$ cat config.mk
export PLATFORM = sky130hd
export DESIGN_NAME = filter_sequencer
export DESIGN_NICKNAME = d
export VERILOG_FILES = /design/src/rtl/filter_sequencer.sv
export SDC_FILE = /design/constraint.sdc
export NUM_CORES = 1
export LEC_CHECK = 0
export ABC_AREA = 1
export CORE_MARGIN = 10
export CORE_UTILIZATION = 44
export CTS_BUF_LIST = sky130_fd_sc_hd__clkbuf_2
export CTS_CLUSTER_SIZE = 28
export DETAILED_ROUTE_END_ITERATION = 8
export PLACE_DENSITY = 0.82
export SETUP_SLACK_MARGIN = 0.02
export SYNTH_ARGS = -nofsm -noshare
export SYNTH_HDL_FRONTEND = slang
export SYNTH_SLANG_ARGS = --single-unit
$ cat constraint.sdc
create_clock -name clk -period 1.9 [get_ports clk]
set_clock_uncertainty 0.2 [all_clocks]
set_input_delay 0.57 -clock clk [delete_from_list [all_inputs] [get_ports clk]]
set_output_delay 0.57 -clock clk [all_outputs]
set_load 0.005 [all_outputs]
$ cat src/rtl/filter_sequencer.sv
// filter_sequencer
// Run controller for the filter processor and its dual-port frame memory.
// While idle it holds the CPU in reset and owns memory port A. On start it
// writes the selected filter code to the config word, clears the completion
// flag word, then releases the CPU. It watches the CPU bus for the
// completion write, hands the frame to the display path, and flags runs that
// exceed the cycle budget. Port B (display read side) is not touched here.
//
// Ports:
//   clk, rst        clock and synchronous active-high reset
//   start           single-cycle run request (ignored while busy)
//   abort           cancels a run in progress (only honoured in RUN)
//   filter_sel      filter code, captured on start
//   cpu_mem_*       snooped CPU data-memory write bus
//   cpu_rst         CPU reset, 1 = held in reset
//   mem_sel         port A mux select, 1 = sequencer owns port A
//   mem_we/addr/wdata  sequencer side of port A
//   busy            high in CONFIG, CLEAR and RUN
//   done/display_en run completed, frame ready for display
//   error           run timed out
//   cycles          RUN cycles in the last or current run (saturating)
module filter_sequencer #(
  parameter int                ADDR_W         = 18,
  parameter int                DATA_W         = 8,
  parameter logic [ADDR_W-1:0] CFG_ADDR       = 18'h3FFF0,
  parameter logic [ADDR_W-1:0] DONE_ADDR      = 18'h3FFF1,
  parameter int                TIMEOUT_CYCLES = 10_000_000,
  parameter int                CNT_W          = 32
) (
  input  logic              clk,
  input  logic              rst,
  input  logic              start,
  input  logic              abort,
  input  logic [1:0]        filter_sel,
  input  logic              cpu_mem_we,
  input  logic [ADDR_W-1:0] cpu_mem_addr,
  input  logic [DATA_W-1:0] cpu_mem_wdata,
  output logic              cpu_rst,
  output logic              mem_sel,
  output logic              mem_we,
  output logic [ADDR_W-1:0] mem_addr,
  output logic [DATA_W-1:0] mem_wdata,
  output logic              busy,
  output logic              done,
  output logic              error,
  output logic              display_en,
  output logic [CNT_W-1:0]  cycles
);

  typedef enum logic [2:0] {
    S_IDLE, S_CONFIG, S_CLEAR, S_RUN, S_DONE, S_FAULT
  } state_t;

  localparam logic [CNT_W-1:0] CNT_LAST = CNT_W'(TIMEOUT_CYCLES - 1);
  localparam logic [CNT_W-1:0] CNT_MAX  = '1;
  localparam logic [CNT_W-1:0] CNT_ONE  = {{(CNT_W-1){1'b0}}, 1'b1};

  state_t state, state_nxt;

  logic              done_evt;
  logic              timeout_hit;

  logic              cpu_rst_nxt, mem_sel_nxt, mem_we_nxt;
  logic [ADDR_W-1:0] mem_addr_nxt;
  logic [DATA_W-1:0] mem_wdata_nxt;
  logic              busy_nxt, done_nxt, error_nxt, display_en_nxt;
  logic [CNT_W-1:0]  cycles_nxt;

  // Completion is a non-zero write to the flag word; a zero write is the
  // program clearing its own flag and must not end the run.
  assign done_evt    = cpu_mem_we && (cpu_mem_addr == DONE_ADDR) && (cpu_mem_wdata != '0);
  assign timeout_hit = (cycles == CNT_LAST);

  // State register and registered outputs
  always_ff @(posedge clk) begin
    if (rst) begin
      state      <= S_IDLE;
      cpu_rst    <= 1'b1;
      mem_sel    <= 1'b1;
      mem_we     <= 1'b0;
      mem_addr   <= '0;
      mem_wdata  <= '0;
      busy       <= 1'b0;
      done       <= 1'b0;
      error      <= 1'b0;
      display_en <= 1'b0;
      cycles     <= '0;
    end else begin
      state      <= state_nxt;
      cpu_rst    <= cpu_rst_nxt;
      mem_sel    <= mem_sel_nxt;
      mem_we     <= mem_we_nxt;
      mem_addr   <= mem_addr_nxt;
      mem_wdata  <= mem_wdata_nxt;
      busy       <= busy_nxt;
      done       <= done_nxt;
      error      <= error_nxt;
      display_en <= display_en_nxt;
      cycles     <= cycles_nxt;
    end
  end

  // Next-state logic
  always_comb begin
    state_nxt = state;
    case (state)
      S_IDLE:   if (start) state_nxt = S_CONFIG;
      S_CONFIG: state_nxt = S_CLEAR;
      S_CLEAR:  state_nxt = S_RUN;
      S_RUN: begin
        // abort beats completion, completion beats timeout
        if (abort)            state_nxt = S_IDLE;
        else if (done_evt)    state_nxt = S_DONE;
        else if (timeout_hit) state_nxt = S_FAULT;
      end
      S_DONE:   if (start) state_nxt = S_CONFIG;
      S_FAULT:  if (start) state_nxt = S_CONFIG;
      default:  state_nxt = S_IDLE;
    endcase
  end

  // Output logic: values for the state being entered, so every output is
  // registered and lines up with the state it describes.
  always_comb begin
    cpu_rst_nxt    = 1'b1;
    mem_sel_nxt    = 1'b1;
    mem_we_nxt     = 1'b0;
    mem_addr_nxt   = '0;
    mem_wdata_nxt  = '0;
    busy_nxt       = 1'b0;
    done_nxt       = 1'b0;
    error_nxt      = 1'b0;
    display_en_nxt = 1'b0;
    case (state_nxt)
      S_CONFIG: begin
        // CONFIG is only entered on the start edge, so filter_sel is the
        // sampled code; the mem_wdata register holds it for the write.
        mem_we_nxt    = 1'b1;
        mem_addr_nxt  = CFG_ADDR;
        mem_wdata_nxt = {{(DATA_W-2){1'b0}}, filter_sel};
        busy_nxt      = 1'b1;
      end
      S_CLEAR: begin
        mem_we_nxt   = 1'b1;
        mem_addr_nxt = DONE_ADDR;
        busy_nxt     = 1'b1;
      end
      S_RUN: begin
        cpu_rst_nxt = 1'b0;
        mem_sel_nxt = 1'b0;
        busy_nxt    = 1'b1;
      end
      S_DONE: begin
        done_nxt       = 1'b1;
        display_en_nxt = 1'b1;
      end
      S_FAULT: error_nxt = 1'b1;
      default: ;
    endcase

    // Counts every RUN cycle, including the one in which the run ends.
    cycles_nxt = cycles;
    if (state_nxt == S_CONFIG)
      cycles_nxt = '0;
    else if (state == S_RUN && cycles != CNT_MAX)
      cycles_nxt = cycles + CNT_ONE;
  end

endmodule
==> metrics.csv <==
metric,value,unit
wl_met1,4.36,mm
p_seq_share,38.4,%
grt_antenna_before_repair,0,
powerDensity,524,mW/mm^2
p_switching,0.877,mW
fin_nets,691,
num_antenna_cells,0,
internal-power,1.64,mW
yosysWarnings,0,
yosys.area_share.adder,0.410,%
min_to,mem_wdata[1]$_SDFF_PP0_,
areaGrowthSynthToFinish,57.4,%
gp_congestion,0.999,
startpoint_type,flip-flop,
synth_compound_area_share,5.78,%
grt_max_degree,42,
critPathKind,reg -> reg,
setup_ws,-0.236,ns
wl,12.2,mm
dieWidth,103,um
cts_made_buffers,5,
grtUsageTotal,20.1,%
route.met2.wl,6.05,mm
grt_pass1_vias,3737,
synthSimpleGateAreaFrac,45.2,%
routedWlPerCell,16.6,um
switching_share,34.9,%
max-cap-violations,0,
p_leak,2.13,nW
setup_tns,-6.28,ns
fmax,468,MHz
vias,3938,
syn_avg_cell_area,6.09,um^2
synth_mux_area_share,0,%
core,0.00676,mm^2
status,finished with violations,
cp-end-kind,flip-flop,
ys_seq_area_share,28.2,%
slew_violations,0,
clock_latency,0.47,ns
final_cell_area,0.00480,mm^2
final-setup-viol-count,39,
r2r-end,cycles[30]$_SDFFE_PP0P_,
drcViolationCount,0,
ys_types,31,
synth_seq_cells,43,
min_from,filter_sel[1],
comb_power_share,43.7,%
netlist_area,0.00305,mm^2
clockBufferDepth,2,
cts_tree,yes,
placed_cells,677,
synth_top_family_by_area,simple AND/OR/NAND/NOR gates,
ff2ff_path_depth,15,
period_share,112,%
peakVddDrop,339,uV
dieArea,0.0107,mm^2
routed.top_layer,met4,
crit_fanout,5,
violations,negative setup slack,
grt_pass1_wl,17.1,mm
hold_viol_final,0,
rrSetupSlack,-0.24,ns
start_util,45.2,%
io_pins,98,
dr_wl_met3,1.22,mm
hold_ws,0.413,ns
period_minus_slack,2.14,ns
critPathRequiredTime,2.11,ns
h-tree-depth,2,
hold_depth,3,
die_y,103,um
dp_hpwl,7.82,mm
cts_sinks,43,
rows,30,
final_cell_count_no_fill,738,
drt_first_pass_iters,7,
clockRootBuffer,clkbuf_2,
reg2reg_from,cycles[22]$_SDFFE_PP0P_,
io_buffers,88,
drtIter0Drc,516,
ant_nets,0,
grt_setup_unrepaired,yes,
drive_above_1_share,35.7,%
fin_util,71.1,%
clkTransAtPathRegs,0.25,ns
place_area,0.00407,mm^2
yosys.area_share.xor_xnor,3.73,%
overflow,0,
fill_cells,511,
hold_path_class,in -> reg,
critical_path_arrival,2.35,ns
via_per_inst,5.34,
synthCells,501,
power.share.clock,17.9,%
cell type report:
class / count / area, um^2 / share of cell area [%]
clock buffers: 7 / 35.0 / 0.730
clock inverters: 1 / 5.00 / 0.104
inverters: 59 / 236 / 4.92
multi-input cells: 374 / 1850 / 38.4
flip-flops and latches: 43 / 931 / 19.4
well taps: 80 / 100 / 2.08
repair buffers: 174 / 1650 / 34.3
power groups by stage:
stage / clock network, mW / registers [mW] / logic (mW)
after floorplan: 0 / 1.00 / 0.492
after global placement: 0 / 0.980 / 0.788
after detailed placement: 0 / 0.982 / 0.812
after CTS: 0.424 / 0.965 / 0.901
after global routing: 0.471 / 0.971 / 1.16
final: 0.450 / 0.965 / 1.10
stage by stage:
| stage | total power [mW] | setup WS (ns) |
|---|---|---|
| floorplan | 1.49 | 0.0561 |
| global placement | 1.77 | -0.497 |
| detailed placement | 1.79 | -0.556 |
| CTS | 2.29 | -0.205 |
| global route | 2.61 | -0.304 |
| finish | 2.51 | -0.236 |
what timing repair did:
item | 4_1_cts | 5_1_grt
gates resized for setup | 180 | 108
hold buffers | 0 | 0
pin swaps | 5 | 20
setup endpoints to repair | 91 | 83
setup buffers | 34 | 20
gates cloned | 3 | 0
cells in the mapped netlist:
cell type,number,area [um^2]
nand2_1,137,514
nor2_1,102,383
inv_1,59,221
dfxtp_1,43,861
buf_4,25,188
nand3_1,25,125
nor2_2,25,156
a21oi_1,14,70.1
nor3_1,14,70.1
xor2_1,13,114
o21ai_0,8,40.0
nand2_2,5,31.3
nand4_1,5,31.3
buf_2,3,15.0
a21boi_0,2,15.0
a21oi_2,2,17.5
buf_12,2,40.0
nand2_4,2,22.5
nor2_4,2,22.5
o21ai_1,2,10.0
a31o_2,1,8.76
and3_1,1,6.26
buf_6,1,11.3
buf_8,1,15.0
clkbuf_8,1,13.8
conb_1,1,3.75
ha_1,1,12.5
nand3_2,1,10.0
nand3b_1,1,7.51
o21ai_2,1,8.76
o22ai_1,1,6.26
cells in the final DEF (no fill, tap or decap), drive strengths merged:
| cell type | instances |
|---|---|
| nand2 | 144 |
| nor2 | 129 |
| buf | 108 |
| inv | 59 |
| dfxtp | 43 |
| nand3 | 26 |
| clkdlybuf4s50 | 24 |
| clkdlybuf4s15 | 17 |
| a21oi | 16 |
| nor3 | 14 |
| xor2 | 13 |
| clkbuf | 12 |
| dlygate4sd2 | 12 |
| o21ai | 11 |
| conb | 9 |
| dlymetal6s2s | 8 |
| nand4 | 5 |
| a21boi | 2 |
| o22ai | 1 |
| a31o | 1 |
| and3 | 1 |
| nand3b | 1 |
| ha | 1 |
| clkinv | 1 |
worst max-delay path: stages (launching register included):
cell     delay, ns
dfxtp_2       0.38
buf_6         0.12
inv_4         0.06
nand2_2       0.06
nor2_2        0.13
nand2_1       0.08
nor2_2        0.15
nand2_2       0.11
nand3_2       0.08
nand2_2       0.08
nor2_4        0.13
nand2_2       0.08
nand2_4       0.13
buf_6         0.13
buf_16        0.12
nor2_2        0.04
routing by layer:
metal | track usage [%] | vias to the layer above
met2 | 35.3 | 237
li1 | - | 1818
met1 | 21.7 | 1815
met5 | 0 | -
met3 | 5.45 | 68
met4 | 10.4 | 0
flip-flops by register name (all words and copies together) (netlist names):
name        count
busy            1
error           1
mem_we          1
mem_wdata       2
mem_sel         1
state           3
cycles         32
display_en      1
mem_addr        1
logic make-up after synthesis:
kind of cell / after synthesis
flip-flops: 43
buffers and inverters: 92
XOR/XNOR: 13
other: 1
AO/OA/AOI/OAI: 31
AND/OR/NAND/NOR: 320
adder cells (fa/ha/maj): 1
how the worst max path moves through the flow:
stage	start	endpoint	slack, ns	cells after the start
finish	cycles[22]$_SDFFE_PP0P_	cycles[30]$_SDFFE_PP0P_	-0.24	15
floorplan	cycles[0]$_SDFFE_PP0P_	cycles[0]$_SDFFE_PP0P_	0.06	13
CTS	cycles[1]$_SDFFE_PP0P_	cycles[27]$_SDFFE_PP0P_	-0.20	14
detailed placement	cpu_mem_addr[5]	cycles[27]$_SDFFE_PP0P_	-0.56	13
global route	cpu_mem_wdata[1]	cycles[6]$_SDFFE_PP0P_	-0.30	14
global placement	cpu_mem_addr[14]	cycles[0]$_SDFFE_PP0P_	-0.50	13
Note: power is estimated with default switching activity, not from simulation.
